`src/rtl/sma_sched.sv`:
```
// Round-robin scheduler sharing one SMA engine among NCH requesting channels.
// Grants one channel at a time, launches an engine update, and returns the average or times out.
module sma_sched #(
    parameter int unsigned NCH     = 4,
    parameter int unsigned W       = 16,
    parameter int unsigned TIMEOUT = 64
) (
    input  logic                    clk,
    input  logic                    sysrst,
    input  logic [NCH-1:0]          req,
    input  logic [NCH*W-1:0]        din,
    output logic [NCH-1:0]          ack,
    output logic [W-1:0]            eng_din,
    output logic [$clog2(NCH)-1:0]  eng_sel,
    output logic                    eng_start,
    input  logic                    eng_done,
    input  logic [W-1:0]            eng_avg,
    output logic [W-1:0]            avg,
    output logic [NCH-1:0]          avg_valid,
    output logic                    busy,
    output logic                    err,
    input  logic                    err_clr
);

    localparam int unsigned SW = $clog2(NCH);
    localparam int unsigned TW = $clog2(TIMEOUT);

    typedef enum logic [1:0] {IDLE, START, WAIT} state_t;

    state_t          state, state_n;
    logic [SW-1:0]   ptr, ptr_n;
    logic [TW-1:0]   timer, timer_n;
    logic [SW-1:0]   sel_n;
    logic [W-1:0]    din_n;
    logic [NCH-1:0]  ack_n;
    logic            start_n;
    logic [W-1:0]    avg_n;
    logic [NCH-1:0]  av_n;
    logic            busy_n;
    logic            err_n;

    logic [W-1:0]    lane [NCH];
    logic            found;
    logic [SW-1:0]   win;
    logic [SW:0]     pos;
    logic [SW-1:0]   g_inc;

    for (genvar i = 0; i < NCH; i++) begin : g_lane
        assign lane[i] = din[i*W +: W];
    end

    // Rotating-priority search starting at ptr; pos is one bit wider so the wrap needs no modulo.
    always_comb begin
        found = 1'b0;
        win   = '0;
        pos   = '0;
        for (int unsigned k = 0; k < NCH; k++) begin
            pos = {1'b0, ptr} + (SW+1)'(k);
            if (pos >= (SW+1)'(NCH))
                pos = pos - (SW+1)'(NCH);
            if (!found && req[SW'(pos)]) begin
                found = 1'b1;
                win   = SW'(pos);
            end
        end
    end

    // eng_sel doubles as the latched grant g: it is loaded on the same edge that enters START.
    assign g_inc = (eng_sel == SW'(NCH-1)) ? '0 : eng_sel + SW'(1);

    always_comb begin
        state_n = state;
        ptr_n   = ptr;
        timer_n = timer;
        sel_n   = eng_sel;
        din_n   = eng_din;
        ack_n   = '0;
        start_n = 1'b0;
        avg_n   = avg;
        av_n    = '0;
        err_n   = err_clr ? 1'b0 : err;
        case (state)
            IDLE: begin
                if (found) begin
                    sel_n      = win;
                    din_n      = lane[win];
                    ack_n[win] = 1'b1;
                    start_n    = 1'b1;
                    state_n    = START;
                end
            end
            START: begin
                timer_n = '0;
                state_n = WAIT;
            end
            WAIT: begin
                if (eng_done) begin
                    avg_n         = eng_avg;
                    av_n[eng_sel] = 1'b1;
                    ptr_n         = g_inc;
                    state_n       = IDLE;
                end else if (timer == TW'(TIMEOUT-1)) begin
                    err_n   = 1'b1;
                    ptr_n   = g_inc;
                    state_n = IDLE;
                end else begin
                    timer_n = timer + TW'(1);
                end
            end
            default: state_n = IDLE;
        endcase
        busy_n = (state_n != IDLE);
    end

    always_ff @(posedge clk) begin
        if (sysrst) begin
            state     <= IDLE;
            ptr       <= '0;
            timer     <= '0;
            eng_sel   <= '0;
            eng_din   <= '0;
            ack       <= '0;
            eng_start <= 1'b0;
            avg       <= '0;
            avg_valid <= '0;
            busy      <= 1'b0;
            err       <= 1'b0;
        end else begin
            state     <= state_n;
            ptr       <= ptr_n;
            timer     <= timer_n;
            eng_sel   <= sel_n;
            eng_din   <= din_n;
            ack       <= ack_n;
            eng_start <= start_n;
            avg       <= avg_n;
            avg_valid <= av_n;
            busy      <= busy_n;
            err       <= err_n;
        end
    end

endmodule

```
`config.mk`:
```
export PLATFORM = sky130hd
export DESIGN_NAME = sma_sched
export DESIGN_NICKNAME = d
export VERILOG_FILES = /design/src/rtl/sma_sched.sv
export SDC_FILE = /design/constraint.sdc
export NUM_CORES = 1
export LEC_CHECK = 0
export CORE_MARGIN = 2
export CORE_UTILIZATION = 42
export DETAILED_ROUTE_END_ITERATION = 10
export GPL_TIMING_DRIVEN = 1
export PLACE_DENSITY = 0.81
export SLEW_MARGIN = 15
export SYNTH_ARGS = -nofsm -noshare
export SYNTH_HDL_FRONTEND = slang
export SYNTH_SLANG_ARGS = --single-unit
```
`constraint.sdc`:
```
create_clock -name clk -period 2 [get_ports clk]
set_input_delay 0.4 -clock clk [delete_from_list [all_inputs] [get_ports clk]]
set_output_delay 0.4 -clock clk [all_outputs]
set_load 0.02 [all_outputs]
```
==> run_results.csv, run 1 <==
group,metric,value,unit
floorplan,dieWidth,87.19,um
global_route,antenna_found_initial,0,
clock_network,cts_tree,"done",
critical_path,cp_data_arrival_time,2.10,ns
synthesis,postSynthRegisterBits,55,
floorplan,floorplan.core_area,6756,um^2
synthesis,syn_avg_cell_area,7.834,um^2
cells_and_area,final_net_count,598,
timing,setup-tns-final,0,ns
clock_network,cts-buffers-inserted,5,
cells_and_area,synthToLayoutAreaGrowth,56.05,%
placed_design,pre_cts_ws,-0.2079,ns
detailed_routing,detail_route.vias_per_cell,5.619,
pwr,p_int,1926,uW
detailed_routing,iteration_0_drc_markers,168,
critical_path,timing.reg2reg.worst_path_depth,5,
pwr,p_comb_frac,0.306,
floorplan,core.rowCount,30,
pwr,post-layout-total-power,2741,uW
timing,final-hold-violation-count,0,
placed_design,port_buffers,132,
critical_path,cp-startpoint,"req[0]",
clock_network,worst_skew_pair.late_latency,0.31,ns
pwr,power.switching_fraction,0.2975,
detailed_routing,remaining_number_of_nets_flagged_by_the_antenna_check_after_routing,0,
clock_network,htree_num_levels,2,
detailed_routing,drtPass1Iterations,4,
detailed_routing,detailroute.via_count,3293,
critical_path,crit_path_end_kind,"flip-flop",
timing,timing.clock.skew,0.004684,ns
clock_network,post_cts.repair.setup_buffers,0,
timing,slew_viols_final,0,
cells_and_area,most-common-layout-cells,"sky130_fd_sc_hd__clkdlybuf4s50_1 (131), sky130_fd_sc_hd__nand2_1 (73), sky130_fd_sc_hd__dfxtp_1 (55)",
timing,worst_pin_slew,0.6916,ns
cells_and_area,drive_above_1_share,0.08893,
cells_and_area,layout.cells.most_common,"sky130_fd_sc_hd__clkdlybuf4s50_1",
clock_network,post_cts_resized,0,
floorplan,floorplan.initialDensity,0.4302,
critical_path,timing.critical_path.to,"eng_din[14]$_SDFFE_PP0P_",
synthesis,instance_count_of_the_mapped_netlist,371,
global_route,first_pass_grt_wire_length,14250,um
pwr,vdd_ir_drop_max,0.2793,mV
cells_and_area,final.fill_count,551,
global_route,groute.usage.overall,0.2356,
synthesis,syn_area,2907,um^2
critical_path,maximum_fanout_count_along_the_critical_path,17,
detailed_routing,wl_per_cell,15.59,um
synthesis,mappedNetlistNets,464,
detailed_routing,routed_wire_length,9135,um
clock_network,cts.sink_count,55,
floorplan,top_level_ports,133,
run_status,outcome,"complete, no violations",
critical_path,reg2reg_to,"eng_din[14]$_SDFFE_PP0P_",
synthesis,synth_sequential_area_ratio,0.3788,
pwr,power_per_cell_area,604.3,nW/um^2
cells_and_area,finish.utilization,0.6713,
placed_design,routabilityCongestion,0.8518,
worst_hold_path,hold_path_class,"reg -> reg",
cells_and_area,insertedDiodeCount,0,
floorplan,area_of_the_die,7602,um^2
global_route,grt_pass1_vias,3092,
clock_network,clockBufferDepth,2,
floorplan,chipHeight,87.19,um
pwr,clock_power_share,0.249,
synthesis,synth-warning-count,0,
placed_design,place_hpwl,6733,um
timing,post-route-period-util,0.9490,
timing,finalWorstSetupSlack,0.1021,ns
clock_network,clock_tree.root_cell,"sky130_fd_sc_hd__clkbuf_8",
timing,slew_headroom,0.5389,
global_route,pin_count_of_the_biggest_net_entering_global_routing,39,
critical_path,setup.worst_path.class,"in -> reg",
timing,final_period_minus_worst_setup_slack,1.898,ns
critical_path,cp-start-kind,"input pin",
flow_run,maxCapViolCount,0,
timing,maxClockFrequency,526.9,MHz
critical_path,start_of_the_worst_register_to_register_path,"ptr[0]$_SDFFE_PP0P_",
clock_network,hold_buffers,0,
critical_path,r2r_slack,0.19,ns
global_route,overflow,0,
clock_network,clk_transition_reported_paths,0.09,ns
detailed_routing,detail_route.drc_violations,0,
timing,setup_viol,0,
pwr,power_frac_seq,0.445,
timing,rsz0062_at_grt,"false",
critical_path,required,2.21,ns
pwr,cellLeakagePower,0.001721,uW
pwr,p_sw,815.4,uW
synthesis,synth_cell_type_count,42,
cells in the mapped netlist:
master / n / share of area
sky130_fd_sc_hd__nor2_1: 25 / 0.032
sky130_fd_sc_hd__or4_1: 2 / 0.0052
sky130_fd_sc_hd__a211oi_1: 32 / 0.083
sky130_fd_sc_hd__and4b_1: 1 / 0.0034
sky130_fd_sc_hd__buf_4: 1 / 0.0026
sky130_fd_sc_hd__mux2i_1: 3 / 0.010
sky130_fd_sc_hd__and2_1: 1 / 0.0022
sky130_fd_sc_hd__or3_1: 5 / 0.011
sky130_fd_sc_hd__nand2b_1: 8 / 0.017
sky130_fd_sc_hd__nand3b_1: 1 / 0.0026
sky130_fd_sc_hd__a311oi_1: 16 / 0.048
sky130_fd_sc_hd__nor3_1: 3 / 0.0052
sky130_fd_sc_hd__a31oi_1: 1 / 0.0022
sky130_fd_sc_hd__clkbuf_2: 1 / 0.0017
sky130_fd_sc_hd__a21oi_1: 27 / 0.046
sky130_fd_sc_hd__a211o_1: 1 / 0.0030
sky130_fd_sc_hd__buf_2: 12 / 0.021
sky130_fd_sc_hd__clkbuf_1: 21 / 0.027
sky130_fd_sc_hd__a21o_1: 1 / 0.0026
sky130_fd_sc_hd__nor2b_1: 4 / 0.0086
sky130_fd_sc_hd__or3b_2: 1 / 0.0030
sky130_fd_sc_hd__o21ai_1: 1 / 0.0017
sky130_fd_sc_hd__nor3_2: 1 / 0.0034
sky130_fd_sc_hd__nand3_1: 5 / 0.0086
sky130_fd_sc_hd__and3_1: 22 / 0.047
sky130_fd_sc_hd__o2111ai_1: 2 / 0.0060
sky130_fd_sc_hd__ha_1: 5 / 0.022
sky130_fd_sc_hd__dfxtp_1: 55 / 0.38
sky130_fd_sc_hd__a21oi_4: 1 / 0.0056
sky130_fd_sc_hd__o31ai_1: 1 / 0.0026
sky130_fd_sc_hd__o21bai_1: 2 / 0.0052
sky130_fd_sc_hd__a2111oi_0: 1 / 0.0030
sky130_fd_sc_hd__a31oi_2: 1 / 0.0043
sky130_fd_sc_hd__o211ai_1: 16 / 0.041
sky130_fd_sc_hd__and4_1: 1 / 0.0030
sky130_fd_sc_hd__nor4_2: 1 / 0.0043
sky130_fd_sc_hd__inv_1: 4 / 0.0052
sky130_fd_sc_hd__o21a_1: 4 / 0.010
sky130_fd_sc_hd__o221ai_1: 1 / 0.0030
sky130_fd_sc_hd__o21ai_0: 6 / 0.010
sky130_fd_sc_hd__nand2_1: 73 / 0.094
sky130_fd_sc_hd__or2_2: 1 / 0.0022
area by class of cell:
cell class	instances	area [um^2]	area share
clock buffer	8	100.1	0.02207
inverter	4	15.01	0.003310
multi-input combinational	277	1640	0.3617
sequential	55	1101	0.2428
tap	80	100.1	0.02207
timing repair buffer	162	1579	0.3481
worst min path at each step:
stage / from / endpoint / slack [ns] / cells after the start
global route: avg[1]$_SDFFE_PP0P_ / avg[1]$_SDFFE_PP0P_ / 0.48 / 2
global placement: avg[8]$_SDFFE_PP0P_ / avg[8]$_SDFFE_PP0P_ / 0.44 / 2
floorplan: timer[4]$_SDFFE_PP0P_ / timer[4]$_SDFFE_PP0P_ / 0.46 / 2
CTS: avg[5]$_SDFFE_PP0P_ / avg[5]$_SDFFE_PP0P_ / 0.46 / 2
finish: avg[3]$_SDFFE_PP0P_ / avg[3]$_SDFFE_PP0P_ / 0.46 / 2
detailed placement: avg[5]$_SDFFE_PP0P_ / avg[5]$_SDFFE_PP0P_ / 0.45 / 2
power groups by stage:
stage,Combinational (uW),Clock [uW],Sequential [uW]
final,839,682,1220
after global routing,901,730,1230
after CTS,839,696,1220
after detailed placement,834,0,1240
after global placement,820,0,1240
after floorplan,311,0,1320
cell families after synthesis:
logic type                 after synthesis  synth area share
and+or+nand+nor                        155            0.2535
AOI/OAI and AO/OA                      114            0.2785
DFF                                     55            0.3788
buffers and inverters                   39           0.05725
adders and majority gates                5           0.02152
muxes                                    3           0.01033
through the flow:
| step | area, um^2 | std cells | hold WS [ns] |
|---|---|---|---|
| after detailed placement | 4434 | 578 | 0.4459 |
| final | 4536 | 586 | 0.4582 |
| after floorplan | 2907 | 371 | 0.4556 |
| after global placement | 4434 | 578 | 0.4412 |
| after CTS | 4534 | 586 | 0.4595 |
| after global routing | 4536 | 586 | 0.4783 |
flip-flops by register name, indices dropped and copies added, names as in the netlist:
name	cells
avg	16
eng_din	16
timer	6
ack	4
avg_valid	4
eng_sel	2
ptr	2
state	2
busy	1
eng_start	1
err	1
worst max-delay path, stage by stage:
cell                              delay, ns
sky130_fd_sc_hd__clkdlybuf4s50_1       0.47
sky130_fd_sc_hd__buf_4                 0.20
sky130_fd_sc_hd__or2_2                 0.32
sky130_fd_sc_hd__a21oi_4               0.15
sky130_fd_sc_hd__buf_12                0.17
sky130_fd_sc_hd__o211ai_1              0.11
sky130_fd_sc_hd__a311oi_1              0.29
metal layers:
metal / track usage / vias up / share of wire
met1: 0.2789 / 1496 / 0.40
met3: 0.05024 / 36 / 0.075
li1: - / 1605 / -
met2: 0.4122 / 156 / 0.49
met4: 0.09650 / 0 / 0.034
met5: 0 / - / 0
Note: power is estimated with default switching activity, not from simulation.
==> run 2, diff against run 1 <==
- clock period: 2 -> 1.99 ns (I/O delays scaled with it)
==> run 2 against run 1 <==
Global-route usage down 0.51 points. Via count up 0.46%. Worst setup slack better by 0.047 ns. Register-to-register slack is essentially flat. Sequential share of layout area down 0.093 points. Utilization up 0.26 points.
==> run_results.csv, run 2 (synthesis gave the netlist of run 1 again) <==
group,metric,value,unit
floorplan,core.rowCount,30,
clock_network,htree_num_levels,2,
clock_network,cts_tree,"done",
floorplan,floorplan.initialDensity,0.4302,
cells_and_area,most-common-layout-cells,"sky130_fd_sc_hd__clkdlybuf4s50_1 (131), sky130_fd_sc_hd__nand2_1 (73), sky130_fd_sc_hd__dfxtp_1 (55)",
detailed_routing,iteration_0_drc_markers,150,
timing,fin_worst_hold_slack,0.4582,ns
detailed_routing,detailroute.via_count,3308,
timing,post-route-period-util,0.9250,
pwr,p_comb_frac,0.296,
critical_path,setup.worst_path.class,"in -> reg",
pwr,power_per_cell_area,625.3,nW/um^2
cells_and_area,final_net_count,598,
detailed_routing,routed_wire_length,8907,um
floorplan,top_level_ports,133,
timing,slew_viols_final,0,
timing,setup_viol,0,
floorplan,dieWidth,87.19,um
critical_path,crit_path_end_kind,"flip-flop",
pwr,post-layout-total-power,2847,uW
critical_path,r2r_slack,0.18,ns
global_route,grt_pass1_vias,3263,
worst_hold_path,worst_hold_path.endpoint,"avg[3]$_SDFFE_PP0P_",
cells_and_area,synthToLayoutAreaGrowth,56.65,%
timing,worst_pin_slew,0.7084,ns
timing,timing.clock.skew,0.004743,ns
global_route,first_pass_grt_wire_length,14190,um
clock_network,cts-buffers-inserted,5,
global_route,groute.usage.overall,0.2305,
pwr,p_int,2025,uW
floorplan,area_of_the_die,7602,um^2
cells_and_area,layout.cells.most_common,"sky130_fd_sc_hd__clkdlybuf4s50_1",
placed_design,place_hpwl,6723,um
clock_network,cts.sink_count,55,
floorplan,chipHeight,87.19,um
pwr,clock_power_share,0.274,
timing,final_period_minus_worst_setup_slack,1.841,ns
cells_and_area,largest_registers,"avg: 16 flops, eng_din: 16 flops, timer: 6 flops",
placed_design,port_buffers,132,
cells_and_area,insertedDiodeCount,0,
critical_path,cp_data_arrival_time,2.06,ns
clock_network,worst_skew_pair.late_latency,0.31,ns
clock_network,clk_transition_reported_paths,0.10,ns
pwr,power.switching_fraction,0.2888,
global_route,overflow,0,
detailed_routing,remaining_number_of_nets_flagged_by_the_antenna_check_after_routing,0,
detailed_routing,drtPass1Iterations,4,
run_status,outcome,"complete, no violations",
floorplan,floorplan.core_area,6756,um^2
timing,slew_headroom,0.5278,
flow_run,maxCapViolCount,0,
timing,final-hold-violation-count,0,
detailed_routing,wl_per_cell,15.20,um
clock_network,clock_tree.root_cell,"sky130_fd_sc_hd__clkbuf_8",
placed_design,routabilityCongestion,0.8519,
global_route,antenna_found_initial,0,
clock_network,post_cts_resized,0,
clock_network,post_cts.repair.setup_buffers,0,
cells_and_area,drive_above_1_share,0.09091,
critical_path,required,2.21,ns
detailed_routing,detail_route.vias_per_cell,5.645,
worst_hold_path,hold_depth,2,
pwr,cellLeakagePower,0.001730,uW
pwr,p_sw,822.2,uW
worst_hold_path,holdCritStartpoint,"avg[3]$_SDFFE_PP0P_",
critical_path,reg2reg_to,"eng_din[0]$_SDFFE_PP0P_",
pwr,power_frac_seq,0.430,
global_route,pin_count_of_the_biggest_net_entering_global_routing,39,
critical_path,cp-start-kind,"input pin",
detailed_routing,detail_route.drc_violations,0,
cells_and_area,finish.utilization,0.6739,
critical_path,timing.reg2reg.worst_path_depth,5,
pwr,vdd_ir_drop_max,0.3402,mV
worst_hold_path,hold_path_class,"reg -> reg",
timing,rsz0062_at_grt,"false",
critical_path,maximum_fanout_count_along_the_critical_path,17,
clock_network,hold_buffers,0,
clock_network,clockBufferDepth,2,
timing,maxClockFrequency,543.3,MHz
critical_path,start_of_the_worst_register_to_register_path,"ptr[0]$_SDFFE_PP0P_",
## run 2: cell count changes in the layout (fill, tap and decap cells not counted)
cell                        previous run  this run
sky130_fd_sc_hd__clkbuf_1              1         0
sky130_fd_sc_hd__clkbuf_8              7         6
sky130_fd_sc_hd__bufinv_16             0         1
sky130_fd_sc_hd__clkinv_2              0         1
## run 2: worst max-delay path by stage
stage / startpoint / endpoint / depth (start not counted)
6_report: req[0] / eng_din[7]$_SDFFE_PP0P_ / 7
5_1_grt: req[0] / eng_din[10]$_SDFFE_PP0P_ / 7
4_1_cts: req[2] / eng_din[5]$_SDFFE_PP0P_ / 5
3_5_place_dp: req[2] / eng_din[0]$_SDFFE_PP0P_ / 5
3_3_place_gp: req[2] / eng_din[14]$_SDFFE_PP0P_ / 5
2_1_floorplan: req[2] / eng_sel[0]$_SDFFE_PP0P_ / 6
## run 2: critical path, stage by stage
cell	delay, ns
sky130_fd_sc_hd__clkdlybuf4s50_1	0.47
sky130_fd_sc_hd__buf_4	0.20
sky130_fd_sc_hd__or2_2	0.32
sky130_fd_sc_hd__a21oi_4	0.15
sky130_fd_sc_hd__buf_12	0.16
sky130_fd_sc_hd__o211ai_1	0.11
sky130_fd_sc_hd__a311oi_1	0.25
## run 2: power groups by stage
stage	clock, uW	sequential [uW]	combinational [uW]
global route	827	1240	906
finish	781	1220	841
floorplan	0	1320	313
CTS	793	1220	842
global placement	0	1250	824
detailed placement	0	1250	839
## run 2: layout make-up
cell class                      count  area (um^2)
Inverter                            4        15.01
Clock buffer                        6        82.58
Fill cell                         576         2203
Sequential cell                    55         1101
Timing Repair Buffer              162         1579
Clock inverter                      2        35.03
Tap cell                           80        100.1
Multi-Input combinational cell    277         1640
## run 2: through the flow
| stage | setup WS, ns | setup TNS [ns] | instance area (um^2) | cells |
|---|---|---|---|---|
| global route | 0.02398 | 0 | 4553 | 586 |
| CTS | 0.1300 | 0 | 4552 | 586 |
| global placement | -0.1436 | -2.051 | 4434 | 578 |
| detailed placement | -0.2015 | -3.166 | 4434 | 578 |
| floorplan | 0.2852 | 0 | 2907 | 371 |
| finish | 0.1493 | 0 | 4553 | 586 |
## run 2: layer usage
metal	routed length [um]	GRT usage
met1	3574	0.2637
met2	4502	0.4192
met3	620	0.04739
met4	209	0.08671
met5	0	0
==> run 3, diff against run 2 <==
- CORE_ASPECT_RATIO: not set -> 0.9
==> run 3 against run 2 <==
Combinational power grew 0.6%. Maximum frequency up 0.40%. Clock skew is 0.0022 ns higher. Wire length grew 0.66%. Cell area rose by 0.25%. Die area barely moved. Via count about the same. First-iteration DRC count increased by 29%. Non-clock buffer count did not move.
==> run_results.csv, run 3 (synthesis gave the netlist of run 1 again) <==
group,metric,value,unit
timing,timing.clock.skew,0.006950,ns
global_route,overflow,0,
detailed_routing,iteration_0_drc_markers,194,
clock_network,clock_tree.root_cell,"sky130_fd_sc_hd__clkbuf_8",
cells_and_area,drive_above_1_share,0.09091,
placed_design,port_buffers,132,
pwr,cellLeakagePower,0.001723,uW
timing,setup_viol,0,
placed_design,placedCellCount,588,
pwr,vdd_ir_drop_max,0.3022,mV
timing,setup-tns-final,0,ns
cells_and_area,most-common-layout-cells,"sky130_fd_sc_hd__clkdlybuf4s50_1 (131), sky130_fd_sc_hd__nand2_1 (73), sky130_fd_sc_hd__dfxtp_1 (55)",
cells_and_area,final_net_count,598,
placed_design,pre_cts_ws,-0.2430,ns
placed_design,place_area,4459,um^2
cells_and_area,finish.cell_count_without_fillers,596,
critical_path,critPathMaxStageDelay,0.48,ns
detailed_routing,detail_route.vias_per_cell,5.545,
timing,final_period_minus_worst_setup_slack,1.833,ns
clock_network,worst_skew_pair.late_latency,0.31,ns
critical_path,required,2.20,ns
floorplan,floorplan.core_area,6621,um^2
detailed_routing,wl_per_cell,15.04,um
floorplan,dieWidth,91.69,um
floorplan,chipHeight,82.92,um
timing,slew_headroom,0.6484,
timing,finalWorstSetupSlack,0.1565,ns
detailed_routing,drtPass1Iterations,4,
pwr,power_per_cell_area,602.0,nW/um^2
clock_network,clockBufferDepth,2,
global_route,groute.usage.overall,0.2361,
floorplan,floorplan.initialDensity,0.4390,
clock_network,cts-buffers-inserted,5,
cells_and_area,final_design_instance_area_without_fill,4564,um^2
timing,rsz0062_at_grt,"false",
detailed_routing,detailroute.via_count,3305,
floorplan,area_of_the_die,7603,um^2
cells_and_area,layout.cells.most_common,"sky130_fd_sc_hd__clkdlybuf4s50_1",
clock_network,hold_buffers,0,
critical_path,cp-start-kind,"input pin",
critical_path,cp_data_arrival_time,2.05,ns
detailed_routing,routed_wire_length,8966,um
cells_and_area,final.fill_count,527,
floorplan,core.rowCount,28,
timing,maxClockFrequency,545.4,MHz
floorplan,top_level_ports,133,
critical_path,crit_path_end_kind,"flip-flop",
clock_network,clk_transition_reported_paths,0.09,ns
timing,slew_viols_final,0,
flow_run,maxCapViolCount,0,
clock_network,cts_tree,"done",
critical_path,cell_by_cell_trace_of_the_critical_path,"clkdlybuf4s50_1, buf_4, or2_2, a21oi_4, buf_12, o211ai_1, a311oi_1",
timing,fin_worst_hold_slack,0.4601,ns
global_route,first_pass_grt_wire_length,14940,um
critical_path,maximum_fanout_count_along_the_critical_path,17,
critical_path,setup.worst_path.class,"in -> reg",
timing,final-hold-violation-count,0,
cells_and_area,largest_registers,"avg: 16 flops, eng_din: 16 flops, timer: 6 flops",
cells_and_area,synthToLayoutAreaGrowth,57.04,%
cells_and_area,insertedDiodeCount,0,
global_route,pin_count_of_the_biggest_net_entering_global_routing,22,
critical_path,critical-path-top-delay-family,"buffers and inverters",
critical_path,cp_slowest_cell,"sky130_fd_sc_hd__clkdlybuf4s50_1",
worst_hold_path,hold_path_class,"reg -> reg",
placed_design,place_hpwl,6859,um
run_status,outcome,"complete, no violations",
clock_network,cts.sink_count,55,
critical_path,crit_buf_inv,3,
detailed_routing,detail_route.drc_violations,0,
global_route,antenna_found_initial,0,
global_route,grt_pass1_vias,3223,
clock_network,htree_num_levels,2,
timing,worst_pin_slew,0.5261,ns
detailed_routing,remaining_number_of_nets_flagged_by_the_antenna_check_after_routing,0,
placed_design,routabilityCongestion,0.8918,
timing,post-route-period-util,0.9213,
## run 3: report_power, final
part	internal, uW	leakage, uW	switching (uW)	total, uW
sequential	1180	0.000450	51.1	1230
clock	317	0.0000505	359	676
combinational	444	0.00122	401	846
## run 3: worst paths after layout
kind,end,cells after the start,startpoint,slack [ns]
worst min-delay path,avg[2]$_SDFFE_PP0P_,2,avg[2]$_SDFFE_PP0P_,0.46
worst max-delay path,eng_din[3]$_SDFFE_PP0P_,7,req[0],0.16
worst min register to register,avg[2]$_SDFFE_PP0P_,2,avg[2]$_SDFFE_PP0P_,0.46
worst max register to register,timer[3]$_SDFFE_PP0P_,4,state[1]$_SDFF_PP0_,0.25
## run 3: timing repair
action | in CTS | in global routing
endpoints found under the setup margin | 0 | 4
setup buffers | 0 | 0
gates resized for setup | 0 | 1
## run 3: area by class of cell
class	instances	area, um^2	area share
Multi-Input combinational cell	277	1640	0.3594
Tap cell	90	112.6	0.02467
Inverter	4	15.01	0.003289
Sequential cell	55	1101	0.2412
Clock buffer	7	96.34	0.02111
Timing Repair Buffer	162	1592	0.3487
Clock inverter	1	7.507	0.001645
## run 3: per-stage QoR
stage                 util  total power (uW)
floorplan                -              1637
global placement    0.6735              2080
detailed placement  0.6735              2094
CTS                 0.6892              2767
global route        0.6893              2898
finish              0.6893              2748
## run 3: routing by layer
| layer | wire length, um | part of all wire | GRT usage |
|---|---|---|---|
| met5 | 0 | 0 | 0 |
| met4 | 136 | 0.015 | 0.06649 |
| met3 | 691 | 0.077 | 0.04809 |
| met2 | 4312 | 0.48 | 0.4084 |
| met1 | 3825 | 0.43 | 0.2974 |
## run 3: worst min-delay path: stages, from the launching register on
cell and delay (ns):
sky130_fd_sc_hd__dfxtp_1 0.32, sky130_fd_sc_hd__nand2_1 0.05, sky130_fd_sc_hd__a21oi_1 0.05
